$ cat src/rtl/id_ex_pipeline_register.sv
// ID/EX pipeline register: captures decoded operands and control from ID and
// presents them to EX for one cycle, with stall (hold) and flush (bubble).
module id_ex_pipeline_register (
  input  logic        clk,
  input  logic        reset,
  input  logic        Stall,
  input  logic        Flush,
  input  logic        in_Valid,
  input  logic [31:0] in_PC_4,
  input  logic [31:0] in_ReadData1,
  input  logic [31:0] in_ReadData2,
  input  logic [31:0] in_ShamtExtend,
  input  logic [31:0] in_InmmediateExtend,
  input  logic [25:0] in_JumpNoShifted,
  input  logic [2:0]  in_ALUOp,
  input  logic [5:0]  in_ALUFunction,
  input  logic        in_ShamtSelector,
  input  logic        in_ALUSrc,
  input  logic [4:0]  in_Rs,
  input  logic [4:0]  in_Rt,
  input  logic [4:0]  in_WriteRegister,
  input  logic        in_RegWrite,
  input  logic        in_MemRead,
  input  logic        in_MemWrite,
  input  logic        in_MemtoReg,
  input  logic        in_BranchEQ,
  input  logic        in_BranchNE,
  input  logic        in_Jump,
  output logic        out_Valid,
  output logic [31:0] out_PC_4,
  output logic [31:0] out_ReadData1,
  output logic [31:0] out_ReadData2,
  output logic [31:0] out_ShamtExtend,
  output logic [31:0] out_InmmediateExtend,
  output logic [25:0] out_JumpNoShifted,
  output logic [2:0]  out_ALUOp,
  output logic [5:0]  out_ALUFunction,
  output logic        out_ShamtSelector,
  output logic        out_ALUSrc,
  output logic [4:0]  out_Rs,
  output logic [4:0]  out_Rt,
  output logic [4:0]  out_WriteRegister,
  output logic        out_RegWrite,
  output logic        out_MemRead,
  output logic        out_MemWrite,
  output logic        out_MemtoReg,
  output logic        out_BranchEQ,
  output logic        out_BranchNE,
  output logic        out_Jump
);

  // Fixed at 32: jump target formation downstream relies on PC[31:28].
  localparam int unsigned NBits   = 32;
  localparam int unsigned JumpW   = 26;
  localparam int unsigned AluOpW  = 3;
  localparam int unsigned AluFnW  = 6;
  localparam int unsigned RegW    = 5;

  typedef struct packed {
    logic [NBits-1:0]  pc_4;
    logic [NBits-1:0]  read_data1;
    logic [NBits-1:0]  read_data2;
    logic [NBits-1:0]  shamt_extend;
    logic [NBits-1:0]  imm_extend;
    logic [JumpW-1:0]  jump_no_shifted;
    logic [AluOpW-1:0] alu_op;
    logic [AluFnW-1:0] alu_function;
    logic              shamt_selector;
    logic              alu_src;
    logic [RegW-1:0]   rs;
    logic [RegW-1:0]   rt;
    logic [RegW-1:0]   write_register;
    logic              reg_write;
    logic              mem_read;
    logic              mem_write;
    logic              mem_to_reg;
    logic              branch_eq;
    logic              branch_ne;
    logic              jump;
    logic              valid;
  } id_ex_t;

  id_ex_t stage_d, stage_q;

  // Next contents: flush inserts a bubble, stall holds, otherwise load from ID.
  always_comb begin
    stage_d = stage_q;
    if (Flush) begin
      stage_d = '0;
    end else if (!Stall) begin
      stage_d.pc_4            = in_PC_4;
      stage_d.read_data1      = in_ReadData1;
      stage_d.read_data2      = in_ReadData2;
      stage_d.shamt_extend    = in_ShamtExtend;
      stage_d.imm_extend      = in_InmmediateExtend;
      stage_d.jump_no_shifted = in_JumpNoShifted;
      stage_d.alu_op          = in_ALUOp;
      stage_d.alu_function    = in_ALUFunction;
      stage_d.shamt_selector  = in_ShamtSelector;
      stage_d.alu_src         = in_ALUSrc;
      stage_d.rs              = in_Rs;
      stage_d.rt              = in_Rt;
      stage_d.write_register  = in_WriteRegister;
      stage_d.mem_to_reg      = in_MemtoReg;
      stage_d.valid           = in_Valid;
      // An invalid slot must not touch architectural state or redirect fetch.
      stage_d.reg_write       = in_RegWrite  & in_Valid;
      stage_d.mem_read        = in_MemRead   & in_Valid;
      stage_d.mem_write       = in_MemWrite  & in_Valid;
      stage_d.branch_eq       = in_BranchEQ  & in_Valid;
      stage_d.branch_ne       = in_BranchNE  & in_Valid;
      stage_d.jump            = in_Jump      & in_Valid;
    end
  end

  // Stage register; synchronous reset overrides stall and flush.
  always_ff @(posedge clk) begin
    if (reset) stage_q <= '0;
    else       stage_q <= stage_d;
  end

  assign out_Valid            = stage_q.valid;
  assign out_PC_4             = stage_q.pc_4;
  assign out_ReadData1        = stage_q.read_data1;
  assign out_ReadData2        = stage_q.read_data2;
  assign out_ShamtExtend      = stage_q.shamt_extend;
  assign out_InmmediateExtend = stage_q.imm_extend;
  assign out_JumpNoShifted    = stage_q.jump_no_shifted;
  assign out_ALUOp            = stage_q.alu_op;
  assign out_ALUFunction      = stage_q.alu_function;
  assign out_ShamtSelector    = stage_q.shamt_selector;
  assign out_ALUSrc           = stage_q.alu_src;
  assign out_Rs               = stage_q.rs;
  assign out_Rt               = stage_q.rt;
  assign out_WriteRegister    = stage_q.write_register;
  assign out_RegWrite         = stage_q.reg_write;
  assign out_MemRead          = stage_q.mem_read;
  assign out_MemWrite         = stage_q.mem_write;
  assign out_MemtoReg         = stage_q.mem_to_reg;
  assign out_BranchEQ         = stage_q.branch_eq;
  assign out_BranchNE         = stage_q.branch_ne;
  assign out_Jump             = stage_q.jump;

endmodule

$ cat config.mk
export PLATFORM = sky130hd
export DESIGN_NAME = id_ex_pipeline_register
export DESIGN_NICKNAME = d
export VERILOG_FILES = /design/src/rtl/id_ex_pipeline_register.sv
export SDC_FILE = /design/constraint.sdc
export NUM_CORES = 1
export LEC_CHECK = 0
export CAP_MARGIN = 15
export CORE_AREA = 10 10 163 165
export DETAILED_ROUTE_END_ITERATION = 6
export DIE_AREA = 0 0 173 175
export PLACE_DENSITY = 0.72
export REMOVE_ABC_BUFFERS = 1
export SYNTH_ARGS = -nofsm -noshare
export SYNTH_HDL_FRONTEND = slang
export SYNTH_SLANG_ARGS = --single-unit
$ cat constraint.sdc
create_clock -name clk -period 2.1 [get_ports clk]
set_input_delay 0.315 -clock clk [delete_from_list [all_inputs] [get_ports clk]]
set_output_delay 0.315 -clock clk [all_outputs]
set_load 0.01 [all_outputs]
======== Word level (Yosys, flattened, before mapping) ========
Cells that the tools add are included.
W data, S select, Z words.
word-level totals
  register bits ........................... 220
  bits of input ports ..................... 224
  output and inout port bits .............. 220
  logic and storage cells ................. 28
cells by class
  bitwise gates (word level) .............. 6
  reduce and logical (&&, ||, !) cells .... 1
operators by type and width
  cell              number
  $and A1 B1 Y1     6
  $reduce_or A2 Y1  1

======== Depth between registers and ports, before layout ========
Gate-level depths: netlist of the first run.
  depth after elaboration ................. 1
  depth in mapped cells ................... 5
  mapped depth without buffers ............ 2

======== Worst setup path after synthesis of the first run ========
No wires, ideal clock.
  path type ............................... in2reg
  from .................................... input Stall
  to ...................................... register stage_q, in the netlist out_PC_4[0]
  setup time .............................. 114 ps
  arrival ................................. 990 ps
  data required time ...................... 1986 ps
  setup slack ............................. 996 ps
  stages on the path ...................... 5
  buffers on the path ..................... 3
  path through ............................ buf_4 -> buf_4 -> buf_4 -> mux2i_1 -> nor2_1
RTL lines
  element                 RTL line  text
  start: declaration      6         input logic Stall,
  end signal: assignment  119       else stage_q <= stage_d;
  end: declaration        83        id_ex_t stage_d, stage_q;

======== Worst setup path in the final report of the first run ========
  from .................................... register stage_q, in the netlist out_ShamtExtend[15]
  to ...................................... output out_ShamtExtend[15]
RTL lines
  element           RTL line  text
  end: declaration  33        output logic [31:0] out_ShamtExtend,
No word-level cell between the ends.

==> results of run 1 <==
## sequential cells by signal, indices dropped and copies added (netlist names), 6 cells and up
signal                cells
out_ReadData1            32
out_ALUFunction           6
out_ShamtExtend          32
out_PC_4                 32
out_ReadData2            32
out_InmmediateExtend     32
out_JumpNoShifted        26
## per-layer routing
layer | GRT usage | part of all wire | vias to the layer above
li1 | - | - | 3268
met5 | 0 | 0 | -
met2 | 0.318 | 0.50 | 279
met3 | 0.0767 | 0.098 | 40
met4 | 0.0471 | 0.021 | 0
met1 | 0.184 | 0.38 | 3089
## cells in the mapped netlist
cell type                  instances  area share
sky130_fd_sc_hd__dfxtp_1         220        0.56
sky130_fd_sc_hd__clkbuf_1          3      0.0014
sky130_fd_sc_hd__buf_4             6      0.0057
sky130_fd_sc_hd__buf_2             8      0.0051
sky130_fd_sc_hd__mux2i_1         214        0.27
sky130_fd_sc_hd__nand3b_1          6      0.0057
sky130_fd_sc_hd__or2_1             1     0.00079
sky130_fd_sc_hd__nor2_1          214        0.10
sky130_fd_sc_hd__nand2_1           6      0.0028
sky130_fd_sc_hd__buf_6            33       0.047
sky130_fd_sc_hd__a21oi_1           6      0.0038
## area by class of cell
class	count	area [um^2]	share of cell area
Sequential cell	220	4400	0.330
Clock inverter	11	90.1	0.00675
Clock buffer	33	686	0.0514
Tap cell	319	399	0.0299
Timing Repair Buffer	463	4710	0.353
Multi-Input combinational cell	447	3050	0.229
## where the power goes
group          total [W]  switching [W]  internal (W)
logic            0.00133       0.000501      0.000833
clock network    0.00413        0.00172       0.00241
registers        0.00438      0.0000704       0.00431
## worst min-delay path by stage
| stage | endpoint | slack (ps) |
|---|---|---|
| 6_report | out_InmmediateExtend[26] | 260 |
| 5_1_grt | out_ShamtExtend[24] | 260 |
| 4_1_cts | out_JumpNoShifted[10] | 250 |
| 3_5_place_dp | out_BranchNE | 460 |
| 3_3_place_gp | out_BranchNE | 450 |
| 2_1_floorplan | out_BranchEQ | 450 |
## stage by stage
step                      TNS [ps]   util  hold slack (ps)  setup slack, ps
after global placement           0  0.540              448              483
after floorplan            -457230      -              451            -2080
final                            0  0.574              265              306
after global routing             0  0.574              259              244
after detailed placement         0  0.540              457              460
after CTS                        0  0.574              249              250
## kinds of logic after synthesis
family                 after synthesis
DFF                                220
buffers and inverters               50
AOI/OAI and AO/OA                    6
muxes                              214
and+or+nand+nor                    227
==> flow_results.org, run 1 <==
** GRT
- Pin count of the biggest net entering global routing :: 86
- For this run, the total global-route usage over all layers was measured as 0.177.
- Via count of the first global-routing pass :: between 6000 and 7000
- Total grt overflow :: 0
- The first global-routing pass estimated 42200 um of wire.
- Initial antenna violation count :: 0

** Synth
- Number of warning messages in the yosys log :: 0
- Of the total synthesized cell area, the portion taken by full adders, half adders and majority gates is 0.
- The synthesized-area fraction occupied by ao, oa, aoi and oai cells is 0.00379.
- Of the total synthesized cell area, the portion taken by XOR and XNOR cells is 0.
- Sequential area share after synthesis :: 0.556
- Post-Synthesis Cell Area :: roughly 7900 um^2
- Synthesized instance count :: between 700 and 800
- The portion of synthesized area spent on multiplexers is 0.270.
- Post-synthesis area per instance :: between 10 and 15 um^2
- Number of synthesized register bits :: 220
- Yosys mapped the design onto 11 distinct sky130hd cell types.
- Synthesized-area fraction occupied by and/or/nand/nor cells :: 0.111
- Combinational family with the most area after synthesis :: multiplexers

** Placement
- Including well taps, the total number of placed cells is between 1000 and 1500.
- Number of I/O port buffers :: approximately 440
- Routability-driven placement finished with a final weighted congestion of around 0.79.
- Once detailed placement completed, the half-perimeter wirelength came to between 20000 and 25000 um.
- Placement Cell Area :: 12600 um^2

** Clocking
- In this run the number of H-tree levels came out at 1.
- The root buffer cell chosen for the clock tree is sky130_fd_sc_hd__clkbuf_16.
- TritonCTS built the clock tree.
- Post-CTS repair changed the size of 0 cells.
- Cts-stage hold buffer count :: 0
- # clock sinks :: 220
- The later pin in the worst-skew pair is clocked with a latency of 510 ps.
- The number of setup buffers added after CTS is 0.
- In this run the deepest clock path goes through 3 buffers.
- Post-CTS clock slew at the launch and capture registers of the worst setup and hold paths :: 60 ps
- In this run, CTS created clock tree buffers numbering 24.

** STA
- Final count of pins violating max slew :: 0
- Least-Margin Pin Slew :: approximately 500 ps
- Part of the cycle the worst path needs :: 0.854
- Setup violations remaining at the end of the flow were counted as 0.
- RSZ-0062 raised after global routing :: no
- Timing would allow up to approximately 560 MHz.
- The clock arrives with 0 ps of skew.
- Measured against its own limit, the worst slew margin works out to 0.672.
- Min cycle time layout :: 1790 ps
- The hold violation total from the final report came to 0.

** Drt
- After the first detailed-routing iteration, the DRC count stood at around 270.
- Via-to-Cell Ratio :: 4.47
- Post-DR wirelength/cell :: 19.1 um
- Remaining DRCs :: 0
- Total wire length :: around 28000 um
- Summing over every cut layer, the via total after detailed routing is roughly 6700.
- Final ANT Viol Nets :: 0
- First-pass iteration count of the detailed router :: 4

** Hold path
- The worst hold path was traced through 3 stages.
- Min-delay worst type :: input port to flop
- Worst Hold Launch :: Stall

** Critical path
- Worst-path maximum fanout :: 2
- The slowest stage of the critical path is the sky130_fd_sc_hd__clkdlybuf4s50_1 cell.
- Crit-path leading delay family :: buffers and inverters
- Kind of end point of the critical path :: output port
- Largest incremental delay on the critical path :: between 500 and 600 ps
- Data arrival time of the critical path :: approximately 1500 ps
- Setup crit start kind :: flop
- The signal on the critical path passes through clkdlybuf4s50_1.
- Measured in cells, the most critical reg-to-reg path has a length of 2.
- In this run the worst setup path terminates at out_ShamtExtend[15].
- In this run the number of cells on the critical path is 1.
- The endpoint identified for the worst register-to-register timing path is out_ReadData1[4].
- The number of buffers and inverters on the critical path is 1.
- Data on the critical path is required at its endpoint by about 1800 ps.
- Startpoint-to-endpoint class of the critical path :: flop to output port
- Tracing the worst setup path back leads to its startpoint at out_ShamtExtend[15].
- The startpoint identified for the worst register-to-register timing path is out_ReadData1[4].
- The setup check on the worst reg-to-reg path leaves a slack of approximately 1400 ps.

** Floorplan
- For this configuration, the core starts out at a cell density of 0.341.
- Floorplan die height :: about 180 um
- The die covers about 30000 um^2.
- Die Width :: between 150 and 200 um
- Top-level I/O count :: 444
- Floorplan core area :: about 23000 um^2
- Number of placement rows :: 56

** Status
- The flow ran to the end, and the final reports show no timing, DRC or antenna violations.

** Final layout
- The area growth from synthesis to layout is 68.5%.
- The count of cells in the finished layout, fillers not included, comes to 1493.
- Layout cell share with drive strength beyond 1 :: 0.0520
- After filler insertion, the fill cell instance count of the layout stands at slightly above 2000.
- 0 antenna diodes ended up in the layout.
- The library cell used most frequently in the layout, excluding fill and tap cells, is sky130_fd_sc_hd__clkdlybuf4s50_1.
- Leaving out fill and tap cells, the most frequent cells in the layout are 442 x sky130_fd_sc_hd__clkdlybuf4s50_1, 220 x sky130_fd_sc_hd__dfxtp_1, 214 x sky130_fd_sc_hd__mux2i_1, 214 x sky130_fd_sc_hd__nor2_1, 25 x sky130_fd_sc_hd__clkbuf_16.
- The final layout contains 1380 nets.
- Final instance area :: about 13000 um^2

** Power and ir drop
- Power spread over the standard cell area amounts to ~740 nW/um^2.
- Across the VDD grid, the largest voltage drop is between 0.0005 and 0.0006 V.
- Static power due to leakage :: ~5.5 nW
- Summing internal, switching and leakage power gives 0.00985 W.

** Flow run
- Number of violations of the max-capacitance limit :: 0
(Power assumes the default switching activity.)
==> run 2: changes to the inputs <==
--- a/config.mk
+++ b/config.mk
@@ -5,11 +5,10 @@
 export SDC_FILE = /design/constraint.sdc
 export NUM_CORES = 1
 export LEC_CHECK = 0
-export CAP_MARGIN = 15
-export CORE_AREA = 10 10 163 165
+export CAP_MARGIN = 10
+export CORE_AREA = 4 4 171 173
 export DETAILED_ROUTE_END_ITERATION = 6
-export DIE_AREA = 0 0 173 175
-export PLACE_DENSITY = 0.72
+export DIE_AREA = 0 0 175 177
 export REMOVE_ABC_BUFFERS = 1
 export SYNTH_ARGS = -nofsm -noshare
 export SYNTH_HDL_FRONTEND = slang
==> constraint.sdc (replaced) <==
create_clock -name clk -period 2.1 [get_ports clk]
set_input_delay 0.315 -clock clk [delete_from_list [all_inputs] [get_ports clk]]
set_output_delay 0.315 -clock clk [all_outputs]
set_load 0.1 [all_outputs]
==> flow_results.org, run 2 (same netlist as run 1, synthesis figures left out) <==
** Status
- Outcome :: completed

** Drt
- After detailed routing, the number of vias per cell comes to between 4 and 5.
- Via count :: 6512
- Wires add up to 25500 um.
- In the final routed layout, each cell accounts on average for 16.5 um.
- The first detailed-routing pass took 4 iterations.
- After detailed routing, the number of remaining DRC violations is 0.
- Once detail routing completed, the nets flagged for antenna violations numbered 0.
- After the first detailed-routing iteration, the DRC count stood at 191.

** STA
- Fin. Hold Viols :: 0
- Of the available clock period, the critical path in the final layout requires 0.729.
- The clock period could shrink to about 1500 ps.
- Static timing analysis puts the maximum clock frequency at 654 MHz.
- At the pin with the least slew margin, the transition time is 433 ps.
- Setup violations remaining at the end of the flow were counted as 0.
- Worst slew margin :: 0.711
- RSZ-0062 raised after global routing :: no
- Final worst clock skew :: 0 ps
- Final count of pins violating max slew :: 0
- Adding up every negative setup slack in the final design gives 0 ps.

** GRT
- The first global-routing pass estimated roughly 38000 um of wire.
- Pin count of the biggest net entering global routing :: 57
- For this run, the total global-route usage over all layers was measured as 0.154.
- For met3 alone, demand over resource in global routing was 0.0628.
- Busiest metal layer after global routing :: met2
- Total grt overflow :: 0
- The number of antenna violations at the first check in global routing came to 0.
- For met2 alone, demand over resource in global routing was 0.273.
- For met1 alone, demand over resource in global routing was 0.172.
- The number of global-route vias before repair came to between 6000 and 7000.

** Critical path
- Crit path cell chain :: buf_4
- Of all nets on the critical path, the largest fanout is 2.
- STA classifies the critical path startpoint as a flop.
- STA classifies the critical path endpoint as an output port.
- In this run the critical register-to-register path is launched from out_ShamtExtend[24].
- Counting cells, the worst reg-to-reg path comes to 2.
- Crit-path slowest cell :: sky130_fd_sc_hd__dfxtp_1
- In this design, the stage delay of the slowest critical-path cell is between 300 and 400 ps.
- Crit-path leading delay family :: flip-flops
- Number of cells on the critical path :: 1
- STA puts the critical path data required time at between 1500 and 2000 ps.
- Launch point of the worst path :: out_ReadData2[21]
- Number of buffer and inverter stages on the critical path :: 1
- Data arrival time of the critical path :: approximately 1200 ps
- Startpoint-to-endpoint class of the critical path :: flop to output port

** Final layout
- Most frequent standard cell in the layout excluding fill and tap cells :: sky130_fd_sc_hd__buf_4
- Most frequent cells in the layout :: 228 x sky130_fd_sc_hd__buf_4, 222 x sky130_fd_sc_hd__clkdlybuf4s50_1, 220 x sky130_fd_sc_hd__dfxtp_1, 214 x sky130_fd_sc_hd__mux2i_1, 214 x sky130_fd_sc_hd__nor2_1
- Synth-to-layout area growth :: 61.7%
- Utilization of the core after routing :: 0.464
- Net count reported at finish :: 1377
- The repair_antennas step left the layout with diodes totalling 0.
- Of the cells placed in the final design, the portion with a size suffix greater than 1 is 0.237.

** Floorplan
- From left edge to right edge, the die measures about 180 um.
- Initial core utilization :: 0.287
- Top-level I/O count :: roughly 440
- Floorplan die height :: between 150 and 200 um
- Die Area :: slightly above 30000 um^2
- Floorplan core area :: approximately 28000 um^2
- In this run the core area contains ~60 standard-cell rows.

** Clocking
- Clock Path Buffers :: 3
- The tree is rooted in a sky130_fd_sc_hd__clkbuf_16.
- # clock sinks :: 220
- Post-CTS clock slew at the launch and capture registers of the worst setup and hold paths :: 60 ps
- Post-CTS setup buffer count :: 0
- Clock insertion delay at the later pin of the skew report :: ~500 ps
- Number of gates resized after cts :: 0
- Number of CTS-inserted buffers :: 25
- Clock tree from TritonCTS :: done
- After clock tree synthesis, the flow added hold-fix buffers numbering 0.
- In this run the number of H-tree levels came out at 1.

** Flow run
- Across the run, the number of max-cap violations was 0.

** Hold path
- Min-delay worst type :: input port to flop
- Worst Hold Launch :: Stall
- Worst Hold Path Cells :: 3

** Placement
- Buffers placed on the I/O ports in this run total roughly 440.
- Detailed placement ended at an HPWL of 19500 um.
- Placer's final routability congestion estimate :: 0.764

** Power and ir drop
- Dividing total power by cell area gives a power density of around 830 nW/um^2.
- The analysis attributes to cell leakage a power of 5.91 nW.
- Worst VDD drop :: ~0.00043 V
## run 2: worst min-delay path, cell delays in order
cell and delay (ps):
sky130_fd_sc_hd__buf_8 210, sky130_fd_sc_hd__mux2i_1 160, sky130_fd_sc_hd__nor2_1 70
## run 2: final cells by class
cell class                      instances  area, um^2
Fill cell                            2660       14800
Sequential cell                       220        4400
Timing Repair Buffer                  459        4110
Multi-Input combinational cell        447        3050
Clock buffer                           34         699
Tap cell                              378         473
Clock inverter                         10        75.1
## run 2: worst paths after layout
path / to / slack (ps)
worst min-delay path: out_JumpNoShifted[0] / 300
worst min register to register: out_MemRead / 470
worst max register to register: out_ShamtExtend[24] / 1450
worst max-delay path: out_ReadData2[21] / 570
## run 2: routing by layer
layer	vias to the layer above	share of wire	routed length, um
met5	-	0	0
met4	0	0.028	708
met3	39	0.10	2570
met2	283	0.49	12500
met1	2944	0.38	9750
li1	3246	-	-
## run 2: per-stage QoR
stage	cells	hold slack (ps)	cell area (um^2)	total power, W	setup slack (ps)
after floorplan	667	451	7450	0.00580	-2080
after global placement	1504	452	12000	0.00666	325
after detailed placement	1504	463	12000	0.00667	310
after CTS	1548	282	12800	0.0109	510
after global routing	1548	291	12800	0.0111	513
final	1548	301	12800	0.0107	570
## run 2: power breakdown
part	internal, W	leakage, nW	switching, W
clock	0.00244	0.392	0.00169
sequential	0.00431	1.79	0.0000722
combinational	0.000771	3.73	0.00140
total	0.00752	5.91	0.00317
